## src/rtl/uart_pkg.sv

```systemverilog
// Shared UART definitions: default bit period and receiver FSM state encoding.
package uart_pkg;
  localparam int CLKS_PER_BAUD_DEF = 104;

  typedef enum logic [2:0] {
    IDLE  = 3'd0,
    START = 3'd1,
    DATA  = 3'd2,
    STOP  = 3'd3,
    BREAK = 3'd4
  } uart_state_t;
endpackage

```

## src/rtl/uart_rx_sync.sv

```systemverilog
// Two-flop synchroniser for an asynchronous serial input; resets to RESET_VAL.
module uart_rx_sync #(
  parameter logic RESET_VAL = 1'b1
) (
  input  logic clk,
  input  logic rst,
  input  logic i_d,
  output logic o_q
);
  logic r_meta;
  logic r_sync;

  always_ff @(posedge clk or posedge rst) begin
    if (rst) begin
      r_meta <= RESET_VAL;
      r_sync <= RESET_VAL;
    end else begin
      r_meta <= i_d;
      r_sync <= r_meta;
    end
  end

  assign o_q = r_sync;
endmodule

```

## src/rtl/uart_get.sv

```systemverilog
// 8N1 UART receiver with start-glitch rejection, framing/overrun flags and a
// one-byte holding register read through a valid/take handshake.
module uart_get
  import uart_pkg::*;
#(
  parameter int CLKS_PER_BAUD = CLKS_PER_BAUD_DEF
) (
  input  logic        clk,
  input  logic        rst,
  input  logic        uart,
  input  logic        take,
  output logic [7:0]  x,
  output logic        valid,
  output logic        frame_err,
  output logic        overrun,
  output uart_state_t dbg_state
);
  localparam int HALF_BAUD = CLKS_PER_BAUD / 2;
  localparam int CW        = $clog2(CLKS_PER_BAUD);

  // Handshake: x is meaningful while valid=1; a cycle with valid & take consumes it.
  // A delivery in the same cycle as a take refills the register without overrun.
  uart_state_t r_state;
  logic [CW-1:0] r_cnt;
  logic [2:0]    r_bitn;
  logic [7:0]    r_shift;
  logic [7:0]    r_x;
  logic          r_valid;
  logic          r_frame_err;
  logic          r_overrun;
  logic          w_rx_s;
  logic          w_tick;

  uart_rx_sync #(.RESET_VAL(1'b1)) u_sync (
    .clk (clk),
    .rst (rst),
    .i_d (uart),
    .o_q (w_rx_s)
  );

  assign w_tick = (r_cnt == '0) && (r_state != IDLE);

  always_ff @(posedge clk or posedge rst) begin
    if (rst) begin
      r_state     <= IDLE;
      r_cnt       <= '0;
      r_bitn      <= '0;
      r_shift     <= '0;
      r_x         <= '0;
      r_valid     <= 1'b0;
      r_frame_err <= 1'b0;
      r_overrun   <= 1'b0;
    end else begin
      r_frame_err <= 1'b0;
      r_overrun   <= 1'b0;
      if (take && r_valid) r_valid <= 1'b0;

      case (r_state)
        IDLE: begin
          if (!w_rx_s) begin
            r_state <= START;
            r_cnt   <= CW'(HALF_BAUD - 1);
          end
        end
        START: begin
          if (w_tick) begin
            if (!w_rx_s) begin
              r_state <= DATA;
              r_bitn  <= '0;
              r_cnt   <= CW'(CLKS_PER_BAUD - 1);
            end else begin
              r_state <= IDLE;
            end
          end else begin
            r_cnt <= r_cnt - 1'b1;
          end
        end
        DATA: begin
          if (w_tick) begin
            r_shift[r_bitn] <= w_rx_s;
            r_cnt           <= CW'(CLKS_PER_BAUD - 1);
            if (r_bitn == 3'd7) r_state <= STOP;
            else                r_bitn  <= r_bitn + 3'd1;
          end else begin
            r_cnt <= r_cnt - 1'b1;
          end
        end
        STOP: begin
          if (w_tick) begin
            if (w_rx_s) begin
              r_state <= IDLE;
              if (!r_valid || take) begin
                r_x     <= r_shift;
                r_valid <= 1'b1;
              end else begin
                r_overrun <= 1'b1;
              end
            end else begin
              r_frame_err <= 1'b1;
              r_state     <= BREAK;
            end
          end else begin
            r_cnt <= r_cnt - 1'b1;
          end
        end
        // A held-low line parks here so it cannot be mistaken for new start bits.
        BREAK: begin
          if (w_rx_s) r_state <= IDLE;
        end
        default: r_state <= IDLE;
      endcase
    end
  end

  assign x         = r_x;
  assign valid     = r_valid;
  assign frame_err = r_frame_err;
  assign overrun   = r_overrun;
  assign dbg_state = r_state;
endmodule
```

## config.mk

```make
export PLATFORM = sky130hd
export DESIGN_NAME = uart_get
export DESIGN_NICKNAME = d
export VERILOG_FILES = /design/src/rtl/uart_pkg.sv /design/src/rtl/uart_rx_sync.sv /design/src/rtl/uart_get.sv
export SDC_FILE = /design/constraint.sdc
export NUM_CORES = 1
export LEC_CHECK = 0
export BUFFER_PORTS_ARGS = -buffer_cell sky130_fd_sc_hd__buf_4
export CAP_MARGIN = 10
export CORE_ASPECT_RATIO = 0.5
export CORE_MARGIN = 2
export CORE_UTILIZATION = 38
export CTS_BUF_LIST = sky130_fd_sc_hd__clkbuf_4 sky130_fd_sc_hd__clkbuf_8 sky130_fd_sc_hd__clkbuf_16
export DETAILED_ROUTE_END_ITERATION = 7
export PLACE_DENSITY = 0.6
export SYNTH_ARGS = -nofsm -noshare
export SYNTH_HDL_FRONTEND = slang
export SYNTH_SLANG_ARGS = --single-unit
```

## constraint.sdc

```tcl
create_clock -name clk -period 4.2 [get_ports clk]
set_input_delay 0.84 -clock clk [delete_from_list [all_inputs] [get_ports clk]]
set_output_delay 0.84 -clock clk [all_outputs]
set_load 0.005 [all_outputs]
```

==> results of run 1 <==
## metal layers
layer  vias to the layer above  share of wire (%)  global-route usage (%)
li1                        619                  -                       -
met1                       606                 52                    19.2
met2                        15                 44                    22.4
met3                         9                2.7                    3.63
met4                         0                1.8                    4.79
met5                         -                  0                       0
## cell type report
cell class | count | area, µm² | share of cell area, %
multi-input cells | 109 | 835 | 41.1
well taps | 57 | 71.3 | 3.51
repair buffers | 19 | 143 | 7.02
clock inverters | 2 | 12.5 | 0.616
flip-flops and latches | 34 | 853 | 42.0
inverters | 9 | 33.8 | 1.66
clock buffers | 6 | 82.6 | 4.07
## state kept, by name, summed over array words and instances (netlist names)
register,flops
frame_err,1
valid,1
r_shift,8
u_sync.r_meta,1
overrun,1
r_bitn,3
x,8
r_cnt,7
u_sync.o_q,1
dbg_state,3
## power groups by stage
stage | logic (µW) | clock network (µW) | registers (µW)
after detailed placement | 12.8 | 0 | 338
after CTS | 12.9 | 261 | 332
final | 12.4 | 254 | 332
after global placement | 12.7 | 0 | 338
after floorplan | 8.49 | 0 | 336
after global routing | 14.6 | 276 | 332
## worst max-delay path, cell delays in order (launching register included)
cell and delay, ps:
dfrtp_1 630, or4b_2 650, a211oi_1 300, nor3_1 80, or3b_1 340
## logic make-up after synthesis
family,share of synthesized area (%)
AOI/OAI and AO/OA,10.2
buffers and inverters,3.50
muxes,13.9
DFF,48.8
adders and majority gates,2.86
and+or+nand+nor,20.7
## through the flow
stage	cells	worst slack [ps]	hold slack (ps)	cell area, µm²	utilization, %
finish	236	2060	357	2030	46.1
global route	236	1960	361	2030	46.1
CTS	236	2060	358	2030	46.1
detailed placement	228	2060	347	1940	44.0
global placement	228	2060	347	1940	44.0
floorplan	157	2240	345	1750	-
## layout by cell type (no fill, tap or decap), types with 3 or more instances in the layout
master / n
a211oi_1: 4
a21oi_1: 5
buf_4: 19
clkbuf_8: 6
dfrtp_1: 32
ha_1: 4
inv_1: 9
mux2_2: 18
mux2i_1: 3
nand2_1: 8
nand3_1: 7
nor2_1: 10
nor2b_1: 3
nor3_1: 6
nor3b_1: 3
nor4_1: 3
or3_1: 3
## synth_stat cells, drive strengths merged, types with 2 or more instances
library cell | number | area, µm²
nand3 | 7 | 35.0
nand2b | 2 | 12.5
dfstp | 2 | 52.6
or3 | 3 | 18.8
nor3 | 6 | 30.0
a211oi | 4 | 30.0
nand4 | 2 | 27.5
dfrtp | 32 | 801
mux2 | 19 | 214
buf | 2 | 16.3
or4 | 3 | 30.0
nand2 | 8 | 30.0
nor4 | 4 | 40.0
mux2i | 3 | 30.0
nor2b | 3 | 18.8
ha | 4 | 50.1
a211o | 2 | 17.5
nor3b | 3 | 22.5
o21ai | 2 | 10.0
inv | 9 | 33.8
or3b | 3 | 26.3
a21oi | 6 | 33.8
nor2 | 11 | 48.8
clkbuf | 3 | 11.3
and2 | 2 | 12.5
## worst max-delay path by stage
| stage | start | endpoint | slack [ps] | cells past startpoint |
|---|---|---|---|---|
| finish | dbg_state[0] | r_cnt[5] | 2060 | 4 |
| global route | dbg_state[0] | r_cnt[5] | 1960 | 4 |
| CTS | dbg_state[0] | r_cnt[5] | 2060 | 4 |
| detailed placement | dbg_state[0] | r_cnt[5] | 2060 | 4 |
| global placement | dbg_state[0] | r_cnt[5] | 2060 | 4 |
| floorplan | r_cnt[2] | r_cnt[0] | 2240 | 5 |
==> reports/results.ini, run 1 <==
[run_status]
status = finished, final reports clean

[timing]
period_needed_ps = 2140
maxSlewViolCount = 0
setup_violations = 0
setup_tns_ps = 0
post-route-period-util_pct = 50.9
fmax_mhz = 468
worst_slew_pin_slew_ps = 475
slew_headroom_pct = 68.3
fin_skew_ps = 4.74
rsz0062_at_grt = no
hold_viol = 0

[global_route]
grt_usage_pct = 14.2
grt_overflow = 0
grt_pass1_vias = 1202
grt_first_pass_wirelength_um = 5690
antenna_found_initial = 0
grt_max_degree = 35

[final_layout]
diodes = 0
final_layout_size_suffix_gt1_share_pct = 31.8
nets = 186
fill_cells = 397
syn_to_final_growth_pct = 16.1

[logic_synthesis]
synth_ff_type = dfrtp_1
yosysWarnings = 0
yosysSeqAreaShare_pct = 48.8
synthArstFlopShare_pct = 100
synth_cell_types = 47
synth_fp_nets = 165
ys_seq_elements = 34
netlist_area_um2 = 1750
syn-instance-count = 157
syn_avg_cell_area_um2 = 11.1
synth_edf_count = 0

[power]
p_comb_share_pct = 2.1
seqPwrFrac_pct = 55.5
ir_drop_uv = 186
leakage_uw = 0.000969
p_total_uw = 598
power_density_nw_per_um2 = 294
pwr-share-clk_pct = 42.5
swShare_pct = 22.3
p_int_uw = 465
power.switching_uw = 133

[worst_hold_path]
hold_path_end = u_sync.o_q
holdPathStages = 0
hp-start = u_sync.r_meta
min_path_type = flop to flop

[floorplan]
core_area_um2 = 4400
dieArea_um2 = 5190
fp.dieH_um = 52.0
start_util_pct = 39.7
chipWidth_um = 100
io_pins = 18
rows = 17

[setup_path]
cp-end-kind = flop
critPathLaunchType = flop
crit_type = flop to flop
cp_max_fo = 17
worstPathRequired_ps = 4370
regToRegSetupSlack_ps = 2060
r2r_cells = 4
r2r_start = dbg_state[0]
arrival_ps = 2300
r2r_end = r_cnt[5]

[clock_network]
clk_latency_ps = 280
cts_resized = 0
cts_buffers = 5
path_clk_slew_ps = 70
postCtsHoldBufs = 0
cts_root_buf = clkbuf_8
post-cts-setup-buffers = 0
cts_max_path_buffers = 2
htree_levels = 2
cts_tree = yes
clkSinkCount = 34

[detailed_routing]
route.detailed.drc = 0
routed_wl_um = 3390
ant_nets = 0
wl_per_cell_um = 14.4
vias = 1249
drt_iter0_markers = 59
drtPass1Iterations = 4
drt-vias-per-instance = 5.29

[run]
maxCapViolations = 0

[placed_design]
port_buffers = 17
routabilityCongestion = 0.863
dpl.hpwl_um = 2330

(Power assumes the default switching activity.)
==> inputs of run 2 (changes only) <==
- ABC_AREA: default -> 1
- PLACE_DENSITY: 0.6 -> 0.59
- clock period: 4.2 -> 2.2 ns (I/O delays scaled with it)
==> run 2 against run 1 <==
Critical path type unchanged. Synthesized area rose by 3.7%. Wire length fell by 2.6%. Global-route usage rose by 0.29 points. Synthesized cell count rose by 40%. Utilization rose by 1.3 points. Clock-buffer cell count did not move. Final cell count rose by 31%. Via count rose by 10%. Hold slack got worse by 120 ps. Sequential power rose by 91%. Sequential cell count did not move. Power rose by 110%.
==> reports/results.ini, run 2 <==
[logic_synthesis]
yosysTopAreaCellShare_pct = 44.1
yosysTopAreaCell = dfrtp_1
synth_ff_type = dfrtp_1
synth_cell_types = 27
yosys-top-cells-count = nand2_1 (67), inv_1 (40), dfrtp_1 (32)
synth.most_common_cell = nand2_1
ys_seq_elements = 34
synth_fp_nets = 228
synthArstFlopShare_pct = 100
syn_avg_cell_area_um2 = 8.25
synth_edf_count = 0
synth_area_leaders = dfrtp_1 (44%), nand2_1 (14%), inv_1 (8.3%)
syn-instance-count = 220
netlist_area_um2 = 1810
yosysSeqAreaShare_pct = 47.0
yosysWarnings = 0

[timing]
setup_violations = 0
fmax_mhz = 595
rsz0062_at_grt = no
worst_slew_pin_slew_ps = 424
hold_slack_ps = 234
maxSlewViolCount = 0
period_needed_ps = 1680
slew_headroom_pct = 71.7
fin_skew_ps = 6.12
post-route-period-util_pct = 76.4
setup_tns_ps = 0
hold_viol = 0

[worst_hold_path]
min_path_type = primary input to asynchronous set/reset pin

[floorplan]
chipWidth_um = 102
io_pins = 18
start_util_pct = 40.4
core_area_um2 = 4490
fp.dieH_um = 52.9
dieArea_um2 = 5380
rows = 17

[setup_path]
regToRegSetupSlack_ps = 520
crit_chain = inv_1 > ha_1 > inv_1 > nor2_2 > nand3_4 > nor3_2 > nand2_1 > o21ai_0 > inv_1
cp_top_family = simple AND/OR/NAND/NOR gates
r2r_end = r_shift[3]
critPathLaunchType = flop
cpMaxStageDelayCell = dfrtp_1
cp_slowest_stage_delay_ps = 360
worstPathRequired_ps = 2380
cp_common_cell = inv_1
r2r_start = r_cnt[0]
r2r_cells = 9
path_buf_inv = 3
crit_type = flop to flop
arrival_ps = 1860
cp_max_fo = 6
cp-end-kind = flop

[clock_network]
clk_latency_ps = 290
post-cts-setup-buffers = 0
cts_resized = 0
postCtsHoldBufs = 0
clkSinkCount = 34
cts_root_buf = clkbuf_8
path_clk_slew_ps = 70
cts_max_path_buffers = 2
cts_tree = yes
htree_levels = 2
cts_buffers = 5

[detailed_routing]
wl_met1_um = 1620
route.detailed.drc = 0
drtPass1Iterations = 4
routed_wl_um = 3300
drt_iter0_markers = 60
ant_nets = 0
drt-vias-per-instance = 4.47
met3WireLength_um = 129
wl_per_cell_um = 10.7
top_layer = met4
route.met2.wl_um = 1480
vias = 1380

[global_route]
grt_usage_pct = 14.5
grt_first_pass_wirelength_um = 5750
grt_max_degree = 35
grt_pass1_vias = 1322
antenna_found_initial = 0
grt_overflow = 0

[final_layout]
diodes = 0
final_layout_size_suffix_gt1_share_pct = 22.6
syn_to_final_growth_pct = 17.3
final_cell_mix = nand2_1 (67), inv_1 (40), dfrtp_1 (32), buf_4 (18), o21ai_0 (13)
final_util_pct = 47.4
nets = 251
final_common_cell = nand2_1
fill_cells = 426

[placed_design]
dpl.hpwl_um = 2440
port_buffers = 17
routabilityCongestion = 0.812

[power]
leakage_uw = 0.00114
power_density_nw_per_um2 = 582
p_total_uw = 1240
ir_drop_uv = 208

[run]
maxCapViolations = 0

[run_status]
status = finished, final reports clean

==> run 2: worst min-delay path, delay by kind of cell <==
kind | cells | cell delay [ps]
buffers and inverters | 3 | 510
==> run 2: through the flow <==
step	std cells	cell area (µm²)	setup slack, ps
4_1_cts	309	2130	505
5_1_grt	309	2130	371
3_5_place_dp	302	2020	513
2_1_floorplan	220	1810	702
3_3_place_gp	302	2020	548
6_report	309	2130	519
==> run 2: cell families after synthesis <==
logic type      synth area share [%]
compound gates                  9.45
xor+xnor                       0.966
simple gates                    30.4
buf+inv                         9.38
fa+ha+maj                       2.76
flops                           47.0
==> run 2: power by group <==
group	internal, µW	switching [µW]	total [µW]
combinational	5.43	14.8	20.2
clock	362	223	586
sequential	629	4.05	633
==> run 2: layout make-up <==
cell class / count / area [µm²] / area share, %
sequential: 34 / 853 / 40.1
multi-input combinational: 143 / 791 / 37.2
inverter: 41 / 154 / 7.23
timing repair buffer: 18 / 135 / 6.35
clock buffer: 6 / 82.6 / 3.88
tap: 66 / 82.6 / 3.88
clock inverter: 1 / 30.0 / 1.41
==> run 2: per-layer routing <==
| metal | vias to the layer above | global-route usage [%] |
|---|---|---|
| met2 | 17 | 23.1 |
| met4 | 0 | 8.11 |
| li1 | 729 | - |
| met3 | 8 | 4.76 |
| met1 | 626 | 17.4 |
| met5 | - | 0 |
==> run 2: worst max-delay path by stage <==
stage / slack, ps / cells past startpoint / from / to
3_5_place_dp: 510 / 9 / r_cnt[0] / x[6]
6_report: 520 / 9 / r_cnt[0] / r_shift[3]
3_3_place_gp: 550 / 9 / r_cnt[0] / x[3]
2_1_floorplan: 700 / 10 / r_cnt[0] / x[0]
4_1_cts: 510 / 9 / r_cnt[0] / r_shift[3]
5_1_grt: 370 / 9 / r_cnt[0] / x[4]
==> inputs of run 3 (changes only) <==
- PLACE_DENSITY: 0.59 -> 0.61
- clock period: 2.2 -> 1.4 ns (I/O delays scaled with it)
==> run 3 against run 2 <==
Largest power group unchanged. Non-clock buffer count rose by 26. The flow now finishes with violations (negative setup slack). Clock-buffer cell count did not move. Critical endpoint is now x[3]. Highest routed layer unchanged. Clock power rose by 31%.
==> reports/results.ini, run 3 (synthesized netlist as in run 2, its figures left out) <==
[run_status]
status = complete, but fails checks
violations = negative setup slack

[power]
ir_drop_uv = 308
power.switching_uw = 407
p_total_uw = 1800
pwr-share-clk_pct = 42.7
seqPwrFrac_pct = 54.9
p_comb_share_pct = 2.4
swShare_pct = 22.6
p_int_uw = 1390
power_density_nw_per_um2 = 727
leakage_uw = 0.00129

[setup_path]
cp_max_fo = 8
r2r_start = r_cnt[0]
r2r_end = x[3]
critPathLaunchType = flop
cp-end-kind = flop
worstPathRequired_ps = 1580
r2r_cells = 9
arrival_ps = 1720
crit_type = flop to flop
regToRegSetupSlack_ps = -140

[clock_network]
cts_root_buf = clkbuf_8
clk_latency_ps = 290
cts_max_path_buffers = 2
htree_levels = 2
path_clk_slew_ps = 70
clkSinkCount = 34
cts_tree = yes
cts_buffers = 5

[final_layout]
multiInputGateArea_um2 = 943
final_common_cell = nand2_1
fin_cells = 337
final_cell_mix = nand2_1 (48), buf_4 (42), inv_1 (37), dfrtp_1 (30), nand2_2 (19)
final_layout_size_suffix_gt1_share_pct = 43.2
fill_cells = 423
diodes = 0
syn_to_final_growth_pct = 36.6
regArea_um2 = 856
nets = 278
final_util_pct = 55.2

[floorplan]
core_area_um2 = 4490
io_pins = 18
dieArea_um2 = 5380
fp.dieH_um = 52.9
rows = 17
chipWidth_um = 102
start_util_pct = 40.4

[placed_design]
port_buffers = 17
dpl.hpwl_um = 2570
dp.cells = 322
routabilityCongestion = 0.840

[timing]
setup_violations = 28
hold_slack_ps = 80.1
maxSlewViolCount = 0
post-route-period-util_pct = 110
fmax_mhz = 651
fin_skew_ps = 5.49
setup_slack_ps = -135
slew_headroom_pct = 71.3
rsz0062_at_grt = yes
hold_viol = 0
setup_tns_ps = -2390
period_needed_ps = 1540
worst_slew_pin_slew_ps = 430

[detailed_routing]
drt_iter0_markers = 107
routed_wl_um = 3760
drtPass1Iterations = 4
route.detailed.drc = 0
vias = 1495
ant_nets = 0
wl_per_cell_um = 11.1
drt-vias-per-instance = 4.44

[global_route]
grt_usage_pct = 15.8
grt_max_degree = 35
antenna_found_initial = 0
grt_overflow = 0
grt_pass1_vias = 1418
grt_first_pass_wirelength_um = 6310

[run]
maxCapViolations = 0

[worst_hold_path]
min_path_type = primary input to asynchronous set/reset pin

==> run 3: cell count changes in the layout (fill, tap and decap cells not counted), moves of 3 or more <==
cell,change
nor2_4,+4
o21ai_0,-8
ha_1,-4
inv_2,+3
nand2_2,+16
o21ai_1,+6
nand2_1,-19
buf_4,+24
inv_1,-3
nand2_4,+3
ha_2,+3
==> run 3: final cells by class <==
type	instances	area share (%)
Multi-Input combinational cell	144	38.1
Sequential cell	34	34.5
Timing Repair Buffer	44	14.0
Tap cell	66	3.33
Clock inverter	2	0.505
Clock buffer	6	3.33
Inverter	41	6.21
==> run 3: stage by stage <==
step,instance area (µm²),setup slack [ps]
after floorplan,1840,-67.4
after global placement,2190,-150
after detailed placement,2190,-159
after CTS,2330,-124
after global routing,2480,-229
final,2480,-135
==> run 3: worst max-delay path by stage <==
stage | from | end | slack, ps | cells past startpoint
2_1_floorplan | r_cnt[0] | x[0] | -70 | 10
3_3_place_gp | r_cnt[1] | x[7] | -150 | 9
3_5_place_dp | r_cnt[1] | x[3] | -160 | 9
4_1_cts | r_cnt[1] | x[3] | -120 | 9
5_1_grt | r_cnt[0] | r_cnt[6] | -230 | 11
6_report | r_cnt[0] | x[3] | -140 | 9
==> run 3: power by group through the flow <==
| stage | registers, µW | clock network [µW] | logic (µW) |
|---|---|---|---|
| floorplan | 1010 | 0 | 22.4 |
| global placement | 1010 | 0 | 40.2 |
| detailed placement | 1010 | 0 | 40.3 |
| CTS | 989 | 786 | 41.8 |
| global route | 989 | 841 | 49.5 |
| finish | 989 | 769 | 42.6 |
==> run 3: per-layer routing <==
| metal | wire length (µm) | global-route usage [%] | part of all wire (%) |
|---|---|---|---|
| met1 | 1760 | 19.1 | 47 |
| met2 | 1810 | 26.2 | 48 |
| met3 | 109 | 4.76 | 2.9 |
| met4 | 75 | 7.43 | 2.0 |
| met5 | 0 | 0 | 0 |
==> run 3: critical path: stages (launching register included) <==
cell,delay [ps]
dfrtp_1,370
inv_2,80
ha_4,130
inv_2,30
nor2_4,100
nand3_4,120
nor2_4,240
nand3_4,200
nand2_2,100
o21ai_2,50
==> run 3: what timing repair did <==
item | CTS | global route
hold buffers | 0 | 0
buffers inserted | 2 | 4
cloned | 1 | 0
setup endpoints to repair | 29 | 31
gates resized for setup | 10 | 37
pin swaps | 11 | 14
